<file path="src/rtl/apbdma_downsizer_arbiter_pkg.sv">
// Shared types and helpers for the APB DMA downsizer arbiter and its scheduler siblings.
package apbdma_pkg;

    typedef enum logic {
        Idle   = 1'b0,
        Locked = 1'b1
    } arb_state_t;

    // A single channel still needs a 1-bit index, so never let the width collapse to 0.
    function automatic int id_width(input int n);
        return (n > 1) ? $clog2(n) : 1;
    endfunction

endpackage

</file>
<file path="src/rtl/apbdma_downsizer_arbiter_if.sv">
// Channel-side and downsizer-side signals of the arbiter, bundled with directional modports.
// Handshake: a beat transfers on a cycle where valid and ready are both high; valid never
// waits for ready, and data/strb/last stay stable from valid rising until that transfer.
interface apbdma_downsizer_arbiter_if #(
    parameter int NumChannels = 4,
    parameter int DataWidth   = 64,
    parameter int IdWidth     = 2
);
    logic [NumChannels-1:0]                  ch_en_i;
    logic [NumChannels-1:0][DataWidth-1:0]   ch_data_i;
    logic [NumChannels-1:0][DataWidth/8-1:0] ch_strb_i;
    logic [NumChannels-1:0]                  ch_last_i;
    logic [NumChannels-1:0]                  ch_valid_i;
    logic [NumChannels-1:0]                  ch_ready_o;
    logic [DataWidth-1:0]                    data_o;
    logic [DataWidth/8-1:0]                  strb_o;
    logic                                    last_o;
    logic [IdWidth-1:0]                      id_o;
    logic                                    valid_o;
    logic                                    ready_i;
    logic                                    busy_o;

    modport slave (
        input  ch_en_i, ch_data_i, ch_strb_i, ch_last_i, ch_valid_i, ready_i,
        output ch_ready_o, data_o, strb_o, last_o, id_o, valid_o, busy_o
    );

    modport master (
        output ch_en_i, ch_data_i, ch_strb_i, ch_last_i, ch_valid_i, ready_i,
        input  ch_ready_o, data_o, strb_o, last_o, id_o, valid_o, busy_o
    );
endinterface

</file>
<file path="src/rtl/apbdma_downsizer_arbiter_rr_pick.sv">
// Combinational round-robin picker: first set candidate at or after ptr_i, wrapping.
module apbdma_rr_pick #(
    parameter int NumChannels = 4,
    parameter int IdWidth     = 2
) (
    input  logic [NumChannels-1:0] cand_i,
    input  logic [IdWidth-1:0]     ptr_i,
    output logic [IdWidth-1:0]     winner_o,
    output logic                   any_o
);

    logic [NumChannels-1:0] rot;
    logic                   found;
    int                     off;
    int                     win;

    // Rotate so ptr_i lands at bit 0, priority-encode, then rotate the index back.
    always_comb begin
        rot   = '0;
        found = 1'b0;
        off   = 0;
        win   = 0;
        for (int i = 0; i < NumChannels; i++) begin
            rot[i] = cand_i[(i + int'(ptr_i)) % NumChannels];
        end
        for (int i = 0; i < NumChannels; i++) begin
            if (rot[i] && !found) begin
                found = 1'b1;
                off   = i;
            end
        end
        win      = (off + int'(ptr_i)) % NumChannels;
        winner_o = IdWidth'(win);
        any_o    = |cand_i;
    end

endmodule

</file>
<file path="src/rtl/apbdma_downsizer_arbiter.sv">
// Burst-locked round-robin arbiter sharing one wide-to-narrow downsizer between DMA channels.
module apbdma_downsizer_arbiter
    import apbdma_pkg::*;
#(
    parameter int  NumChannels = 4,
    parameter int  DataWidth   = 64,
    parameter int  MaxHold     = 16,
    localparam int IdWidth     = id_width(NumChannels)
) (
    input  logic                        clk_i,
    input  logic                        rst_ni,
    apbdma_downsizer_arbiter_if.slave   bus,
    output arb_state_t                  state_o,
    output logic [IdWidth-1:0]          rr_ptr_o
);

    localparam int                 HoldW   = $clog2(MaxHold + 1);
    localparam logic [HoldW-1:0]   HoldEnd = HoldW'(MaxHold - 1);
    localparam logic [IdWidth-1:0] LastCh  = IdWidth'(NumChannels - 1);

    arb_state_t         state_q, state_d;
    logic [IdWidth-1:0] grant_q, grant_d;
    logic [IdWidth-1:0] rr_ptr_q, rr_ptr_d;
    logic [HoldW-1:0]   hold_cnt_q, hold_cnt_d;

    logic [NumChannels-1:0] cand;
    logic [NumChannels-1:0] ch_ready;
    logic [IdWidth-1:0]     winner;
    logic                   any_valid;
    logic                   locked;
    logic                   valid_s;
    logic                   last_s;
    logic                   handshake;

    // Enable only gates entry to arbitration; a held grant runs to last or MaxHold.
    assign cand = bus.ch_valid_i & bus.ch_en_i;

    apbdma_rr_pick #(
        .NumChannels (NumChannels),
        .IdWidth     (IdWidth)
    ) u_rr_pick (
        .cand_i   (cand),
        .ptr_i    (rr_ptr_q),
        .winner_o (winner),
        .any_o    (any_valid)
    );

    assign locked    = (state_q == Locked);
    assign valid_s   = locked & bus.ch_valid_i[grant_q];
    assign last_s    = bus.ch_last_i[grant_q];
    assign handshake = valid_s & bus.ready_i;

    always_comb begin
        ch_ready = '0;
        if (locked) begin
            ch_ready[grant_q] = bus.ready_i;
        end
    end

    assign bus.ch_ready_o = ch_ready;
    assign bus.data_o     = bus.ch_data_i[grant_q];
    assign bus.strb_o     = bus.ch_strb_i[grant_q];
    assign bus.last_o     = last_s;
    assign bus.valid_o    = valid_s;
    assign bus.id_o       = grant_q;
    assign bus.busy_o     = locked;
    assign state_o        = state_q;
    assign rr_ptr_o       = rr_ptr_q;

    always_comb begin
        state_d    = state_q;
        grant_d    = grant_q;
        rr_ptr_d   = rr_ptr_q;
        hold_cnt_d = hold_cnt_q;
        case (state_q)
            Idle: begin
                if (any_valid) begin
                    grant_d    = winner;
                    hold_cnt_d = '0;
                    state_d    = Locked;
                end
            end
            Locked: begin
                if (handshake) begin
                    // A forced release leaves the burst open; the channel re-competes for the rest.
                    if (last_s || (hold_cnt_q == HoldEnd)) begin
                        state_d    = Idle;
                        hold_cnt_d = '0;
                        rr_ptr_d   = (grant_q == LastCh) ? '0 : IdWidth'(grant_q + 1'b1);
                    end else begin
                        hold_cnt_d = hold_cnt_q + 1'b1;
                    end
                end
            end
            default: state_d = Idle;
        endcase
    end

    always_ff @(posedge clk_i or negedge rst_ni) begin
        if (!rst_ni) begin
            state_q    <= Idle;
            grant_q    <= '0;
            rr_ptr_q   <= '0;
            hold_cnt_q <= '0;
        end else begin
            state_q    <= state_d;
            grant_q    <= grant_d;
            rr_ptr_q   <= rr_ptr_d;
            hold_cnt_q <= hold_cnt_d;
        end
    end

endmodule

</file>
<file path="src/flat_wrapper.sv">
// flat-port wrapper written by rule: the top's interface ports become plain ports
module apbdma_downsizer_arbiter_flat import apbdma_pkg::*;
#(
    parameter int  NumChannels = 4,
    parameter int  DataWidth   = 64,
    parameter int  MaxHold     = 16,
    localparam int IdWidth     = id_width(NumChannels)
)
  (clk_i, rst_ni, state_o, rr_ptr_o, bus_ch_en_i, bus_ch_data_i, bus_ch_strb_i, bus_ch_last_i, bus_ch_valid_i, bus_ready_i, bus_ch_ready_o, bus_data_o, bus_strb_o, bus_last_o, bus_id_o, bus_valid_o, bus_busy_o);
  apbdma_downsizer_arbiter_if #(.NumChannels(NumChannels), .DataWidth(DataWidth), .IdWidth(2)) bus_i ();
  input  logic clk_i;
  input  logic rst_ni;
  output arb_state_t state_o;
  output logic [IdWidth-1:0] rr_ptr_o;
  input wire logic [$bits(bus_i.ch_en_i)-1:0] bus_ch_en_i;
  input wire logic [$bits(bus_i.ch_data_i)-1:0] bus_ch_data_i;
  input wire logic [$bits(bus_i.ch_strb_i)-1:0] bus_ch_strb_i;
  input wire logic [$bits(bus_i.ch_last_i)-1:0] bus_ch_last_i;
  input wire logic [$bits(bus_i.ch_valid_i)-1:0] bus_ch_valid_i;
  input wire logic [$bits(bus_i.ready_i)-1:0] bus_ready_i;
  output wire logic [$bits(bus_i.ch_ready_o)-1:0] bus_ch_ready_o;
  output wire logic [$bits(bus_i.data_o)-1:0] bus_data_o;
  output wire logic [$bits(bus_i.strb_o)-1:0] bus_strb_o;
  output wire logic [$bits(bus_i.last_o)-1:0] bus_last_o;
  output wire logic [$bits(bus_i.id_o)-1:0] bus_id_o;
  output wire logic [$bits(bus_i.valid_o)-1:0] bus_valid_o;
  output wire logic [$bits(bus_i.busy_o)-1:0] bus_busy_o;
  assign bus_i.ch_en_i = bus_ch_en_i;
  assign bus_i.ch_data_i = bus_ch_data_i;
  assign bus_i.ch_strb_i = bus_ch_strb_i;
  assign bus_i.ch_last_i = bus_ch_last_i;
  assign bus_i.ch_valid_i = bus_ch_valid_i;
  assign bus_i.ready_i = bus_ready_i;
  assign bus_ch_ready_o = bus_i.ch_ready_o;
  assign bus_data_o = bus_i.data_o;
  assign bus_strb_o = bus_i.strb_o;
  assign bus_last_o = bus_i.last_o;
  assign bus_id_o = bus_i.id_o;
  assign bus_valid_o = bus_i.valid_o;
  assign bus_busy_o = bus_i.busy_o;
  apbdma_downsizer_arbiter #(.NumChannels(NumChannels), .DataWidth(DataWidth), .MaxHold(MaxHold)) u_core (.clk_i(clk_i), .rst_ni(rst_ni), .bus(bus_i), .state_o(state_o), .rr_ptr_o(rr_ptr_o));
endmodule
</file>
<file path="config.mk">
export PLATFORM = sky130hd
export DESIGN_NAME = apbdma_downsizer_arbiter_flat
export DESIGN_NICKNAME = d
export VERILOG_FILES = /design/src/rtl/apbdma_downsizer_arbiter_pkg.sv /design/src/rtl/apbdma_downsizer_arbiter_if.sv /design/src/rtl/apbdma_downsizer_arbiter_rr_pick.sv /design/src/rtl/apbdma_downsizer_arbiter.sv /design/src/flat_wrapper.sv
export SDC_FILE = /design/constraint.sdc
export NUM_CORES = 1
export LEC_CHECK = 0
export BUFFER_PORTS_ARGS = -buffer_cell sky130_fd_sc_hd__buf_2
export CAP_MARGIN = 5
export CORE_AREA = 2 2 149 151
export CTS_BUF_LIST = sky130_fd_sc_hd__clkbuf_16
export DETAILED_ROUTE_END_ITERATION = 8
export DIE_AREA = 0 0 151 153
export HOLD_SLACK_MARGIN = 0.15
export REMOVE_ABC_BUFFERS = 1
export SLEW_MARGIN = 15
export SYNTH_ARGS = -nofsm -noshare
export SYNTH_HDL_FRONTEND = slang
export SYNTH_HIERARCHICAL = 1
export SYNTH_SLANG_ARGS = --single-unit
</file>
<file path="constraint.sdc">
create_clock -name clk_i -period 3.2 [get_ports clk_i]
set_input_delay 0.16 -clock clk_i [delete_from_list [all_inputs] [get_ports clk_i]]
set_output_delay 0.16 -clock clk_i [all_outputs]
set_load 0.05 [all_outputs]
</file>
# Word-level counts from Yosys, hierarchy flattened
# Index checks and enable logic that the tools add are counted.
classes:
  add_sub_neg: 6
  magnitude_cmp: 6
  n_eq_ne: 4
  muxes: 37
  bitwise: 8
  reduce_logical: 15
op_table:
  columns: ["cell", "n"]
  rows:
  - ["$bmux W64 S2", 1]
  - ["$mux W64", 1]
  - ["$mux W1", 17]
  - ["$bmux W8 S2", 1]
  - ["$mux W5", 3]
  - ["$bmux W1 S2", 6]
  - ["$lt A3 B4 Y1 const B", 3]
  - ["$pmux W5 S2", 1]
  - ["$and A4 B4 Y4", 2]
  - ["$mux W8", 1]
  - ["$lt A2 B3 Y1 const B", 2]
  - ["$mux W2", 3]
  - ["$reduce_or A2 Y1", 3]
  - ["$add A5 B1 Y5 const B", 1]
  - ["$eq A5 B4 Y1 const B", 1]
  - ["$add A2 B2 Y2 const A", 2]
  - ["$logic_and A1 B1 Y1", 4]
  - ["$mux W4", 1]
  - ["$reduce_and A2 Y1", 2]
  - ["$reduce_or A4 Y1", 1]
  - ["$and A1 B1 Y1 const A", 3]
  - ["$logic_not A1 Y1", 3]
  - ["$reduce_and A3 Y1", 1]
  - ["$add A1 B2 Y2 const A", 1]
  - ["other kinds (11)", 12]
totals:
  ff_bits: 10
  in_bits: 303
  out_inout_bits: 84
  wordCells: 80

# Longest topological paths before layout
logic_depth:
  depth_word: 15
  ltp_mapped: 10
  ltp_nobuf: 10

# Cells and area by module
# The synthesis kept the hierarchy.
modules_own_cells:
  columns: ["module", "n_inst", "cells_each", "area_per_inst_um2"]
  rows:
  - ["apbdma_downsizer_arbiter", 1, 157, 2403.6]
  - ["apbdma_rr_pick", 1, 25, 166.4]

# Worst setup path before layout
# OpenSTA, ideal clock, no wires.
synth_timing:
  path_type: "reg-to-output"
  start: "register u_core.grant_q[0], in the netlist u_core/bus.id_o[0]"
  end: "output port bus_last_o"
  t_arrival_ps: 2146
  t_required_ps: 3040
  path_slack_ps: 894
  path_stages_with_launch: 5
  path_buffers: 2
  path_cell_list: "dfrtp_1 buf_6 clkbuf_1 nor2_1 a21oi_1"
synth_between:
  elab_chain_cells: 2
synth_lines:
  columns: ["element", "line", "source"]
  rows:
  - ["start, declared", "apbdma_downsizer_arbiter.sv:22", "logic [IdWidth-1:0] grant_q, grant_d;"]
  - ["start signal, assigned", "apbdma_downsizer_arbiter.sv:107", "grant_q <= grant_d;"]
  - ["$bmux W1 S2", "apbdma_downsizer_arbiter.sv:50", "assign last_s = bus.ch_last_i[grant_q];"]
  - ["$mux W1 (implied by the code)", "apbdma_downsizer_arbiter.sv:50", null]
  - ["end, declared", "flat_wrapper.sv:24", "output wire logic [$bits(bus_i.last_o)-1:0] bus_last_o;"]
# Every way passes these cells. The select of a mux whose other input is x is not followed.

# Worst setup path in the final report
layout_timing:
  start: "register u_core.grant_q[0], in the netlist u_core/bus.id_o[0]"
  end: "output port bus_strb_o[0]"
layout_between:
  elab_chain_cells: 2
layout_lines:
  columns: ["element", "line", "source"]
  rows:
  - ["$bmux W8 S2", "apbdma_downsizer_arbiter.sv:62", "assign bus.strb_o = bus.ch_strb_i[grant_q];"]
  - ["$mux W8 (implied by the code)", "apbdma_downsizer_arbiter.sv:62", null]
  - ["end, declared", "flat_wrapper.sv:23", "output wire logic [$bits(bus_i.strb_o)-1:0] bus_strb_o;"]
# Every way passes these cells. The select of a mux whose other input is x is not followed.

==> flow_metrics.env <==
export IMPL_number_of_warning_messages_in_the_yosys_log=6
export IMPL_antenna_violations_before_repair=6
export IMPL_timing_final_ws_setup_ns=0.8212
export IMPL_total_leakage_power_nw=2.392
export IMPL_post_place_setup_slack_ns=1.037
export IMPL_wl_per_cell_um=21.94
export IMPL_syn_avg_cell_area_sq_um=14.12
export IMPL_finalWorstPathRequiredPeriod_ns=2.379
export IMPL_final_antenna_net_count=0
export IMPL_cp_end_kind="output pin"
export IMPL_dieArea_sq_um=23100
export IMPL_crit_share_post_route=0.7434
export IMPL_design_portCount=387
export IMPL_global_route_wire_length_before_repair_um=24290
export IMPL_row_count=54
export IMPL_combinationalPowerShare=0.886
export IMPL_vdd_drop_max_v=0.0005735
export IMPL_finalSetupViolations=0
export IMPL_place_congestion=0.9486
export IMPL_netlist_instances=182
export IMPL_synthDistinctLibCells=35
export IMPL_placement_io_buffers=386
export IMPL_data_arrival_time_of_the_worst_path_ns=2.22
export IMPL_p_int_w=0.001768
export IMPL_worst_path_max_fanout=22
export IMPL_clkLatencyLatePin_ns=0.24
export IMPL_cts_sinks=10
export IMPL_tritoncts_clock_tree="yes"
export IMPL_finalClockSkew_ns=0.002747
export IMPL_grt_max_degree=43
export IMPL_grt_ovfl_total=0
export IMPL_clk_pin_slew_worst_paths_ns=0.04
export IMPL_maxCapViolCount=0
export IMPL_netlist_top_cell_by_area="mux4_2"
export IMPL_num_nets_final=868
export IMPL_drc=0
export IMPL_worstSetupStartpointType="register"
export IMPL_routed_wl_um=18430
export IMPL_finish_utilization=0.2279
export IMPL_synth_top_cell_area_share=0.6397
export IMPL_run_status="finished, final reports clean"
export IMPL_core_area_sq_um=21490
export IMPL_netlist_top_cells_area="mux4_2, dfrtp_1, ha_1, buf_2, mux2_4"
export IMPL_via_per_inst=4.235
export IMPL_syn_to_final_growth_pct=90.56
export IMPL_timing_worst_slew_pin_value_ns=0.5352
export IMPL_yosysSeqAreaShare=0.09737
export IMPL_floorplan_die_width_um=151
export IMPL_hp_class="in2async"
export IMPL_critical_path_required_ns=3.04
export IMPL_die_y_um=153
export IMPL_post_route_hold_slack_ns=0.3128
export IMPL_post_cts_repair_setup_buffers=0
export IMPL_cts_root_buf="clkbuf_16"
export IMPL_initial_utilization=0.1196
export IMPL_dpl_hpwl_um=16560
export IMPL_final_max_slew_violation_count=0
export IMPL_grt_setup_unrepaired="no"
export IMPL_ys_seq_elements=10
export IMPL_cts_hold_buffers_added=1
export IMPL_maxSlewHeadroom=0.6432
export IMPL_power_switching_fraction=0.6477
export IMPL_setup_tns_final_ns=0
export IMPL_p_per_area_nw_per_um2=1025
export IMPL_max_h_tree_level=1
export IMPL_first_iter_violations=145
export IMPL_global_route_usage_total=0.1473
export IMPL_final_layout_size_suffix_gt1_frac=0.8582
export IMPL_drt_first_pass_iters=4
export IMPL_post_synth_instance_area_sq_um=2570
export IMPL_ctsLongestPathBuffers=2
export IMPL_cts_made_buffers=3
export IMPL_timing_final_hold_violations=0
export IMPL_timing_fmax_mhz=420.4
export IMPL_vias=3557
export IMPL_number_of_global_route_vias_before_repair=3665
export IMPL_seq_power_share=0.070
export IMPL_criticalPathCategory="reg2out"
export IMPL_resized_gates_after_cts=0
export IMPL_clkPwrFrac=0.044
export IMPL_power_switching_w=0.003250
[layout make-up]
type | count | area, sq um
clock inverter | 1 | 3.754
tap | 280 | 350.3
multi-input combinational | 147 | 2200
timing repair buffer | 391 | 1984
clock buffer | 3 | 75.07
inverter | 5 | 18.77
antenna | 3 | 7.507
fill | 2377 | 16590
sequential | 10 | 257.7
[kinds of logic (layout without fill, tap and decap cells)]
| group | Yosys count | count (layout) | synth area share |
|---|---|---|---|
| AO/OA/AOI/OAI | 18 | 18 | 0.05502 |
| adder cells (fa/ha/maj) | 7 | 7 | 0.03408 |
| other | 0 | 3 | 0 |
| AND/OR/NAND/NOR | 39 | 39 | 0.08179 |
| XOR/XNOR | 2 | 2 | 0.006817 |
| multiplexers | 81 | 81 | 0.6782 |
| flip-flops | 10 | 10 | 0.09737 |
| buffers and inverters | 25 | 400 | 0.04674 |
[state kept, by name, indices dropped and copies added, names as in the netlist]
name,count
u_core/bus.busy_o,1
u_core/bus.id_o,2
u_core/hold_cnt_q,5
u_core/rr_ptr_o,2
[critical path, cell delays in order, from the launching register on]
cell and delay [ns]:
dfrtp_4 0.68, buf_4 0.46, mux4_2 0.57, buf_2 0.25
[cells in the mapped netlist]
cell type	instances
ha_1	7
nand3_1	1
buf_6	1
or2_1	1
inv_1	5
a21oi_1	3
clkbuf_1	5
nor2b_1	3
nor3_1	2
a311oi_2	1
nand2b_1	3
and3_1	6
a31o_4	1
and2_1	5
nor2_1	9
mux2i_1	2
o22ai_1	1
buf_1	1
o211ai_1	1
o21a_1	1
dfrtp_1	10
and3b_1	1
or2b_2	1
a2bb2oi_1	2
buf_2	12
o21ai_0	4
or3b_2	1
mux2_2	3
a32oi_1	1
nand2_1	6
mux4_2	73
xnor2_1	2
mux2_4	3
buf_4	1
o2bb2ai_1	3
[final timing paths]
kind,from,endpoint,slack (ns),depth (start not counted)
setup / recovery,u_core/bus.id_o[0],bus_strb_o[0],0.82,3
hold / removal,rst_ni,u_core/rr_ptr_o[0],0.31,2
setup reg to reg,u_core/hold_cnt_q[0],u_core/hold_cnt_q[2],1.10,7
hold reg to reg,u_core/hold_cnt_q[0],u_core/hold_cnt_q[0],0.49,1
max in group asynchronous,rst_ni,u_core/bus.id_o[1],2.67,2
min in group clk_i,bus_ready_i,u_core/hold_cnt_q[0],0.38,3
[cells in the final DEF (no fill, tap or decap), types with 2 or more instances in the layout]
master / instances
o2bb2ai_1: 3
nor2b_1: 3
xnor2_1: 2
mux4_2: 73
o21ai_0: 4
nor2_1: 9
and2_1: 5
a2bb2oi_1: 2
clkbuf_16: 3
buf_2: 386
diode_2: 3
buf_4: 3
nor3_1: 2
inv_1: 6
mux2_2: 3
ha_1: 7
mux2i_1: 2
dfrtp_1: 8
mux2_4: 3
a21oi_1: 3
dfrtp_4: 2
nand2b_1: 3
and3_1: 6
nand2_1: 6
[per-layer routing]
layer  up-vias  routed length, um  global-route usage
met5         -                101             0.03261
met4         2                212             0.02626
met3        18               3063             0.08388
met2       234               8084              0.2303
met1      1751               6965              0.1755
li1       1552                  -                   -
[per-stage QoR]
stage                     power (W)  std cells  area (sq um)
after floorplan            0.003694        162          2469
after global routing       0.005285        840          4897
after detailed placement   0.004830        832          4801
after global placement     0.004831        832          4801
final                      0.005017        840          4897
after CTS                  0.005088        837          4890
[power by group through the flow]
stage                     Combinational, W  Sequential (W)  Clock, W
final                              0.00445        0.000352  0.000218
after global routing               0.00467        0.000377  0.000235
after CTS                          0.00450        0.000359  0.000225
after detailed placement           0.00447        0.000361         0
after global placement             0.00447        0.000357         0
after floorplan                    0.00305        0.000642         0
Power figures use the tool's default switching activity.
